File: src/rtl/key_matrix_scan_pkg.sv
// Shared types and constants for the 4x4 key matrix scanner.
package key_matrix_scan_pkg;

    typedef enum logic [1:0] {
        ST_IDLE,
        ST_DEBOUNCE,
        ST_PRESSED,
        ST_RELEASE
    } kms_state_e;

    localparam int KEY_W = 4;

    localparam logic [3:0] ROW_IDLE = 4'b1111;

    // Active-low row drive patterns, indexed by row number.
    localparam logic [3:0][3:0] ROW_DRV = {4'b0111, 4'b1011, 4'b1101, 4'b1110};

endpackage

File: src/rtl/key_matrix_scan_if.sv
// Keypad-side and consumer-side signals of the key matrix scanner.
interface key_matrix_scan_if;
    import key_matrix_scan_pkg::*;

    logic             ENABLE;
    logic [3:0]       COL;
    logic [3:0]       ROW;
    logic [KEY_W-1:0] KEY;
    logic             KEY_VALID;
    logic             KEY_HELD;

    modport master (
        input  ENABLE, COL,
        output ROW, KEY, KEY_VALID, KEY_HELD
    );

    modport slave (
        output ENABLE, COL,
        input  ROW, KEY, KEY_VALID, KEY_HELD
    );

endinterface

File: src/rtl/key_prio_enc.sv
// Priority encoder over one scan frame: lowest pressed index wins (row 0, col 0 first).
module key_prio_enc
    import key_matrix_scan_pkg::*;
(
    input  logic [15:0]      snap,
    output logic             any,
    output logic [KEY_W-1:0] code
);

    always_comb begin
        any  = |snap;
        code = '0;
        for (int i = 15; i >= 0; i--) begin
            if (snap[i]) code = KEY_W'(i);
        end
    end

endmodule

File: src/rtl/key_matrix_scan.sv
// 4x4 active-low key matrix scanner with frame-based press/release debounce.
// Define KEY_REPEAT_EN to re-strobe KEY_VALID every REPEAT_FRAMES frames while held.
module key_matrix_scan
    import key_matrix_scan_pkg::*;
#(
    parameter int SCAN_DIV        = 1000,
    parameter int DEBOUNCE_FRAMES = 8,
    parameter int REPEAT_FRAMES   = 64
) (
    input  logic              CLK,
    input  logic              RST,
    key_matrix_scan_if.master kb
);

    localparam int DIV_W = $clog2(SCAN_DIV);
    localparam int CNT_W = $clog2(DEBOUNCE_FRAMES + 1);
    localparam logic [DIV_W-1:0] DIV_LAST = DIV_W'(SCAN_DIV - 1);
    localparam logic [CNT_W-1:0] DEB_N    = CNT_W'(DEBOUNCE_FRAMES);

    if (SCAN_DIV < 2 || DEBOUNCE_FRAMES < 2 || REPEAT_FRAMES < 1) begin : g_bad_param
        $error("key_matrix_scan: parameter out of range");
    end

    logic [DIV_W-1:0] div_cnt;
    logic [1:0]       row_idx, row_nxt;
    logic [3:0]       row_q;
    logic [15:0]      snap;
    logic             frame_tick;
    logic             sample;

    logic             any;
    logic [KEY_W-1:0] code;

    kms_state_e       state, state_nxt;
    logic [KEY_W-1:0] cand, cand_nxt;
    logic [KEY_W-1:0] key_q, key_nxt;
    logic [CNT_W-1:0] cnt, cnt_nxt, cnt_inc;
    logic             valid_q, strobe;

`ifdef KEY_REPEAT_EN
    localparam int REP_W = $clog2(REPEAT_FRAMES + 1);
    logic [REP_W-1:0] rep, rep_nxt;
`endif

    // Sample at the end of the dwell so the column lines have settled.
    assign sample  = kb.ENABLE && (div_cnt == DIV_LAST);
    assign row_nxt = sample ? row_idx + 2'd1 : row_idx;

    always_ff @(posedge CLK) begin
        if (RST) begin
            div_cnt    <= '0;
            row_idx    <= '0;
            row_q      <= ROW_IDLE;
            snap       <= '0;
            frame_tick <= 1'b0;
        end else begin
            frame_tick <= sample && (row_idx == 2'd3);
            if (kb.ENABLE) begin
                div_cnt <= sample ? '0 : div_cnt + DIV_W'(1);
                row_idx <= row_nxt;
                row_q   <= ROW_DRV[row_nxt];
                if (sample) snap[{row_idx, 2'b00} +: 4] <= ~kb.COL;
            end else begin
                row_q <= ROW_IDLE;
            end
        end
    end

    key_prio_enc u_enc (
        .snap (snap),
        .any  (any),
        .code (code)
    );

    // FSM state register
    always_ff @(posedge CLK) begin
        if (RST) begin
            state   <= ST_IDLE;
            cand    <= '0;
            key_q   <= '0;
            cnt     <= '0;
            valid_q <= 1'b0;
`ifdef KEY_REPEAT_EN
            rep     <= '0;
`endif
        end else begin
            state   <= state_nxt;
            cand    <= cand_nxt;
            key_q   <= key_nxt;
            cnt     <= cnt_nxt;
            valid_q <= strobe;
`ifdef KEY_REPEAT_EN
            rep     <= rep_nxt;
`endif
        end
    end

    assign cnt_inc = (cnt == DEB_N) ? cnt : cnt + CNT_W'(1);

    // FSM next state; everything moves only on frame_tick
    always_comb begin
        state_nxt = state;
        cand_nxt  = cand;
        key_nxt   = key_q;
        cnt_nxt   = cnt;
        strobe    = 1'b0;
`ifdef KEY_REPEAT_EN
        rep_nxt   = (state == ST_PRESSED) ? rep : '0;
`endif
        if (frame_tick) begin
            case (state)
                ST_IDLE: begin
                    if (any) begin
                        cand_nxt  = code;
                        cnt_nxt   = CNT_W'(1);
                        state_nxt = ST_DEBOUNCE;
                    end
                end
                ST_DEBOUNCE: begin
                    if (!any) begin
                        state_nxt = ST_IDLE;
                    end else if (code != cand) begin
                        cand_nxt = code;
                        cnt_nxt  = CNT_W'(1);
                    end else begin
                        cnt_nxt = cnt_inc;
                        if (cnt_inc == DEB_N) begin
                            state_nxt = ST_PRESSED;
                            key_nxt   = cand;
                            strobe    = 1'b1;
                        end
                    end
                end
                ST_PRESSED: begin
                    if (any && code == key_q) begin
`ifdef KEY_REPEAT_EN
                        if (rep == REP_W'(REPEAT_FRAMES - 1)) begin
                            rep_nxt = '0;
                            strobe  = 1'b1;
                        end else begin
                            rep_nxt = rep + REP_W'(1);
                        end
`endif
                    end else begin
                        state_nxt = ST_RELEASE;
                        cnt_nxt   = CNT_W'(1);
                    end
                end
                ST_RELEASE: begin
                    if (any && code == key_q) begin
                        state_nxt = ST_PRESSED;
                    end else begin
                        cnt_nxt = cnt_inc;
                        if (cnt_inc == DEB_N) state_nxt = ST_IDLE;
                    end
                end
                default: state_nxt = ST_IDLE;
            endcase
        end
    end

    // Outputs; a pending release still counts as held
    always_comb begin
        kb.ROW       = row_q;
        kb.KEY       = key_q;
        kb.KEY_VALID = valid_q;
        kb.KEY_HELD  = (state == ST_PRESSED) || (state == ST_RELEASE);
    end

endmodule

File: src/flat_wrapper.sv
// flat-port wrapper written by rule: the top's interface ports become plain ports
module key_matrix_scan_flat import key_matrix_scan_pkg::*;
#(
    parameter int SCAN_DIV        = 1000,
    parameter int DEBOUNCE_FRAMES = 8,
    parameter int REPEAT_FRAMES   = 64
)
  (CLK, RST, kb_ENABLE, kb_COL, kb_ROW, kb_KEY, kb_KEY_VALID, kb_KEY_HELD);
  key_matrix_scan_if kb_i ();
  input  logic CLK;
  input  logic RST;
  input wire logic [$bits(kb_i.ENABLE)-1:0] kb_ENABLE;
  input wire logic [$bits(kb_i.COL)-1:0] kb_COL;
  output wire logic [$bits(kb_i.ROW)-1:0] kb_ROW;
  output wire logic [$bits(kb_i.KEY)-1:0] kb_KEY;
  output wire logic [$bits(kb_i.KEY_VALID)-1:0] kb_KEY_VALID;
  output wire logic [$bits(kb_i.KEY_HELD)-1:0] kb_KEY_HELD;
  assign kb_i.ENABLE = kb_ENABLE;
  assign kb_i.COL = kb_COL;
  assign kb_ROW = kb_i.ROW;
  assign kb_KEY = kb_i.KEY;
  assign kb_KEY_VALID = kb_i.KEY_VALID;
  assign kb_KEY_HELD = kb_i.KEY_HELD;
  key_matrix_scan #(.SCAN_DIV(SCAN_DIV), .DEBOUNCE_FRAMES(DEBOUNCE_FRAMES), .REPEAT_FRAMES(REPEAT_FRAMES)) u_core (.CLK(CLK), .RST(RST), .kb(kb_i));
endmodule
File: config.mk
export PLATFORM = sky130hd
export DESIGN_NAME = key_matrix_scan_flat
export DESIGN_NICKNAME = d
export VERILOG_FILES = /design/src/rtl/key_matrix_scan_pkg.sv /design/src/rtl/key_matrix_scan_if.sv /design/src/rtl/key_prio_enc.sv /design/src/rtl/key_matrix_scan.sv /design/src/flat_wrapper.sv
export SDC_FILE = /design/constraint.sdc
export NUM_CORES = 1
export LEC_CHECK = 0
export CORE_ASPECT_RATIO = 0.7
export CORE_MARGIN = 4
export CORE_UTILIZATION = 50
export CTS_CLUSTER_DIAMETER = 100
export DETAILED_ROUTE_END_ITERATION = 16
export PLACE_DENSITY = 0.71
export SLEW_MARGIN = 10
export SYNTH_ARGS = -nofsm -noshare
export SYNTH_HDL_FRONTEND = slang
export SYNTH_HIERARCHICAL = 1
export SYNTH_SLANG_ARGS = --single-unit
File: constraint.sdc
create_clock -name CLK -period 2.4 [get_ports CLK]
set_input_delay 0.48 -clock CLK [delete_from_list [all_inputs] [get_ports CLK]]
set_output_delay 0.48 -clock CLK [all_outputs]
set_load 0.01 [all_outputs]
==> flow_metrics.tcl, run 1 <==
set metrics [dict create \
    status "finished clean" \
    grt-ovfl-total 0 \
    drtAntennaViolNets 0 \
    synth_edf_count 0 \
    postPlaceCellArea_sq_um 2710 \
    fp.dieW_um 91.2 \
    grt_pass1_vias 1927 \
    path_clk_slew_ns 0.09 \
    first_pass_iters 4 \
    port_buffers 16 \
    boundaryPins 17 \
    die-area_sq_um 6040 \
    dieHeight_um 66.2 \
    core.rowCount 20 \
    pwr-share-comb_pct 3.1 \
    intPower_mw 1.13 \
    h-tree-depth 2 \
    drv_slew 0 \
    ys_types 46 \
    synthCells 300 \
    yosysWarningCount 6 \
    synth_top_cell_area_share_pct 39.7 \
    clk_latency_ns 0.31 \
    synth_nets 315 \
    nets 343 \
    clock_power_share_pct 41.2 \
    fin_crit_sh_pct 95.2 \
    switchingPower_uw 310 \
    synthFlopType "dfxtp_1" \
    slew_headroom_pct 69.5 \
    wl_um 5560 \
    clk_path_buf_depth 2 \
    p_per_area_nw_per_um2 475 \
    core_area_sq_um 4500 \
    cts_sinks 48 \
    antenna_found_initial 0 \
    cts-root-buf "clkbuf_8" \
    max_freq_mhz 438 \
    syn2layout_area_growth_pct 24.7 \
    synthTopCellsByArea "dfxtp_1 (40%), nand2_1 (6.2%), nor2_1 (5.4%), a21oi_1 (5.4%), ha_1 (4.1%)" \
    worstPathRequired_ns 2.64 \
    drive_gt1_share_pct 17.9 \
    hold_class "reg -> reg" \
    yosys.area.top_type "dfxtp_1" \
    place_inst 375 \
    hold_ws_ns 0.482 \
    ctsHoldBuffers 0 \
    wl_per_cell_um 14.5 \
    synth_area_per_cell_sq_um 8.07 \
    grt_usage_pct 18.9 \
    async_reset_ff_share_pct 0 \
    final.setup_skew_ns 0.00561 \
    min_period_ns 2.28 \
    start_util_pct 53.8 \
    worst_pin_slew_ns 0.456 \
    worstPathMaxFanout 4 \
    cap_violations 0 \
    gp_congestion 0.807 \
    p_seq_share_pct 55.7 \
    ir_worst_vdd_mv 0.266 \
    startpoint_type "flop" \
    synthTopCellsByCount "dfxtp_1 (48), nand2_1 (40), nor2_1 (35)" \
    finalNonFillerCells 384 \
    hold_viol_final 0 \
    synth-seq-cells 48 \
    grt_pass1_wl_um 9170 \
    yosysMostFrequentCell "dfxtp_1" \
    cts_tree "yes" \
    cts_buffers 5 \
    dr.first_iter.drc_count 140 \
    critical_path_class "reg -> reg" \
    vias 2192 \
    post-route-util_pct 67.1 \
    netlist_area_sq_um 2420 \
    cp.arrival_ns 2.53 \
    hpwl_um 3790 \
    vias_per_cell 5.71 \
    grt_max_degree 20 \
    drc 0 \
    endpoint_kind "flop" \
    antenna_cells 0 \
    yosysSeqAreaShare_pct 39.7 \
    setup_viol 0 \
    p_leak_nw 1.15 \
    finalInstanceArea_sq_um 3020 \
    num-fill-cells 344 \
    switching_share_pct 21.6 \
]
-- placed cells by master (no fill, tap or decap), types with 4 or more instances in the layout --
master	count
dfxtp_1	43
nand2_1	39
nor2_1	32
a21oi_1	25
clkdlybuf4s50_1	16
or3_1	15
buf_4	15
inv_1	13
o21ai_0	11
nand3_1	10
nor3_1	10
ha_1	8
xor2_1	7
mux2i_1	6
clkbuf_8	5
xnor2_1	5
xor2_2	4
a2bb2oi_1	4
-- logic make-up after synthesis --
| group | synth area share, % |
|---|---|
| buffers and inverters | 3.93 |
| AOI/OAI and AO/OA | 15.5 |
| DFF | 39.7 |
| adders and majority gates | 4.13 |
| muxes | 2.48 |
| and+or+nand+nor | 28.5 |
| xor gates and xnor gates | 5.78 |
-- critical path, stage by stage, from the launching register on --
cell and delay (ns):
dfxtp_1 0.37, nor4_4 0.30, nand3_2 0.14, or3_1 0.35, and2_1 0.19, a21oi_4 0.17
nand2_2 0.09, or4_4 0.49, a21oi_2 0.12
-- area by class of cell --
cell class | count | area (sq um) | area share, %
clock inverter | 3 | 42.5 | 1.41
timing repair buffer | 31 | 273 | 9.03
sequential | 48 | 972 | 32.2
tap | 55 | 68.8 | 2.28
inverter | 13 | 48.8 | 1.61
multi-input combinational | 229 | 1550 | 51.2
clock buffer | 5 | 68.8 | 2.28
-- power by group through the flow --
stage | combinational [mW] | clock (mW) | sequential [mW]
2_1_floorplan | 0.0199 | 0 | 0.821
3_3_place_gp | 0.0442 | 0 | 0.821
3_5_place_dp | 0.0444 | 0 | 0.821
4_1_cts | 0.0445 | 0.609 | 0.803
5_1_grt | 0.0493 | 0.641 | 0.801
6_report | 0.0449 | 0.591 | 0.800
-- routing by layer --
layer	track usage, %	wire length, um
met5	0	0
met4	6.77	43
met3	3.53	299
met2	28.1	2450
met1	27.1	2760
-- sequential cells by signal, indices dropped and copies added (netlist names) --
| name | count |
|---|---|
| u_core/kb.KEY | 4 |
| u_core/kb.ROW | 4 |
| u_core/div_cnt | 10 |
| u_core/cand | 4 |
| u_core/kb.KEY_VALID | 1 |
| u_core/frame_tick | 1 |
| u_core/row_idx | 2 |
| u_core/cnt | 4 |
| u_core/snap | 16 |
| u_core/state | 2 |
-- metrics by stage --
stage                     TNS (ns)  setup WS, ns  power [mW]
after floorplan                  0         0.139       0.841
after global placement           0        0.0509       0.865
after detailed placement   -0.0156       -0.0125       0.866
after CTS                        0        0.0344        1.46
after global routing        -0.109       -0.0413        1.49
final                            0         0.116        1.44
-- path summary, 6_finish.rpt --
check        slack, ns  depth (start not counted)            from        endpoint
min               0.48                          2  u_core/snap[1]  u_core/snap[1]
min reg2reg       0.48                          2  u_core/snap[1]  u_core/snap[1]
max               0.12                          8  u_core/snap[7]   u_core/cnt[3]
max reg2reg       0.12                          8  u_core/snap[7]   u_core/cnt[3]
-- what timing repair did --
action                                  in CTS  in global routing
endpoints found under the setup margin       3                 10
resized for setup                            2                 38
pin swaps                                    0                 12
gates cloned                                 0                  0
buffers inserted                             0                  2
Note: power is estimated with default switching activity, not from simulation.
==> inputs of run 2 (changes only) <==
- CAP_MARGIN: not set -> 5
- CORE_UTILIZATION: 50 -> 30
- PLACE_DENSITY: 0.71 -> 0.47
- RECOVER_POWER: not set -> 100
==> run 2 against run 1 <==
Compared with the run above: sequential cell count is the same; sequential share of layout area shrank 0.71 points; critical endpoint is now u_core/cnt[2]; largest cell class unchanged; sequential power is essentially flat; highest routed layer unchanged; clock skew grew 0.0044 ns.
==> flow_metrics.tcl, run 2 (synthesized netlist as in run 1, its figures left out) <==
set metrics [dict create \
    drtAntennaViolNets 0 \
    cts_buffers 5 \
    crit_path_frequent_cell "buf_4" \
    start_util_pct 30.8 \
    total_power_mw 1.65 \
    critical_path_class "reg -> reg" \
    max_stage_delay_ns 0.37 \
    grt_usage_pct 12.1 \
    min_period_ns 2.35 \
    register_area_sq_um 966 \
    crit_chain "nor4_4 > nand3_1 > a31oi_1 > buf_4 > buf_6 > xor2_2 > nor2_2 > a41oi_2 > buf_4 > o211ai_1 > a31o_2" \
    dr.first_iter.drc_count 93 \
    vias 2161 \
    highest_layer "met4" \
    cts_tree "yes" \
    wl_um 5570 \
    rsz0062_at_grt "true" \
    cts-root-buf "clkbuf_16" \
    drive_gt1_share_pct 14.6 \
    num-fill-cells 823 \
    max_freq_mhz 425 \
    multi_input_area_sq_um 1440 \
    final_cell_mix "dfxtp_1 (46), nand2_1 (42), nor2_1 (32), a21oi_1 (25), buf_4 (17)" \
    endpoint_kind "flop" \
    path_clk_slew_ns 0.07 \
    clk_latency_ns 0.29 \
    nets 349 \
    boundaryPins 17 \
    ctsHoldBuffers 0 \
    dieHeight_um 83.2 \
    startpoint_type "flop" \
    syn2layout_area_growth_pct 26.8 \
    postPlaceCellArea_sq_um 2800 \
    drc 0 \
    core.rowCount 27 \
    antenna_cells 0 \
    grt-ovfl-total 0 \
    clock_power_share_pct 48.7 \
    ir_worst_vdd_mv 0.253 \
    grt_pass1_wl_um 9460 \
    drv_slew 0 \
    wl_per_cell_um 12.8 \
    top_regs "u_core/snap (16), u_core/div_cnt (10)" \
    intPower_mw 1.31 \
    fin_crit_sh_pct 98.0 \
    p_per_area_nw_per_um2 537 \
    final.setup_skew_ns 0.00997 \
    p_seq_share_pct 48.6 \
    clk_path_buf_depth 2 \
    cp.arrival_ns 2.53 \
    slew_headroom_pct 67.7 \
    worstPathMaxFanout 5 \
    first_pass_iters 5 \
    hpwl_um 4020 \
    cts_sinks 48 \
    cap_violations 0 \
    finalInstanceArea_sq_um 3070 \
    switchingPower_uw 335 \
    pwr-share-comb_pct 2.7 \
    hold_viol_final 0 \
    worst_pin_slew_ns 0.483 \
    largest_reg_flops 16 \
    port_buffers 16 \
    final_common_cell "dfxtp_1" \
    vias_per_cell 4.96 \
    route.met2.wl_um 2170 \
    largest-register "u_core/snap" \
    grt_max_degree 18 \
    antenna_found_initial 0 \
    die-area_sq_um 9600 \
    status "finished clean" \
    core_area_sq_um 7870 \
    h-tree-depth 2 \
    met1_length_um 3060 \
    hold_class "reg -> reg" \
    crit_slowest_cell "dfxtp_4" \
    p_leak_nw 1.16 \
    grt_pass1_vias 1923 \
    worstPathRequired_ns 2.58 \
    fp.dieW_um 115 \
    switching_share_pct 20.3 \
    gp_congestion 0.849 \
    setup_viol 0 \
    route.met3.wl_um 299 \
]
[run 2: changes by cell type in the layout (fill, tap and decap cells not counted), sizes merged]
cell           previous run  this run
clkbuf                    5         8
dlygate4sd3               0        12
clkinv                    1         2
clkinvlp                  1         0
buf                      15        18
clkdlybuf4s50            16         4
[run 2: layout make-up]
type                            count  area share [%]
Clock inverter                      3            1.55
Inverter                           13            1.59
Clock buffer                        5            4.07
Multi-Input combinational cell    229            47.0
Sequential cell                    48            31.5
Timing Repair Buffer               37            10.2
Tap cell                          101            4.12
[run 2: through the flow]
stage	TNS (ns)	cells	setup WS (ns)	util, %	hold slack (ns)
floorplan	0	300	0.139	-	0.445
global placement	-0.00842	425	-0.00842	35.5	0.461
detailed placement	-0.0363	425	-0.0363	35.5	0.466
finish	0	436	0.0479	39.0	0.477
global route	-0.379	436	-0.0735	39.0	0.518
CTS	0	433	0.0119	38.0	0.478
[run 2: power groups by stage]
stage	clock network (mW)	logic, mW	registers [mW]
detailed placement	0	0.0462	0.821
finish	0.802	0.0440	0.802
floorplan	0	0.0199	0.821
global placement	0	0.0472	0.821
CTS	0.830	0.0464	0.803
global route	0.879	0.0495	0.801
[run 2: repair_timing]
| item | 4_1_cts | 5_1_grt |
|---|---|---|
| setup buffers | 0 | 4 |
| setup endpoints to repair | 2 | 9 |
| gates resized for setup | 4 | 21 |
| pin swaps | 2 | 9 |
[run 2: worst paths after layout]
check | cells after the start | startpoint | to | slack (ns)
worst max-delay path | 11 | u_core/snap[5] | u_core/cnt[2] | 0.05
worst min register to register | 2 | u_core/div_cnt[8] | u_core/div_cnt[8] | 0.48
worst max register to register | 11 | u_core/snap[5] | u_core/cnt[2] | 0.05
worst min-delay path | 2 | u_core/div_cnt[8] | u_core/div_cnt[8] | 0.48
[run 2: metal layers]
layer	track usage, %	vias to the layer above
met5	0	-
met4	2.56	0
met3	3.50	5
met2	15.8	48
met1	19.1	997
li1	-	1111
[run 2: worst max-delay path: cells and delay by family, from the launching register on]
kind                   cells  cell delay, ns
flip-flops                 1            0.37
XOR/XNOR                   1            0.15
buffers and inverters      3            0.44
AO/OA/AOI/OAI              4            0.83
AND/OR/NAND/NOR            3            0.46
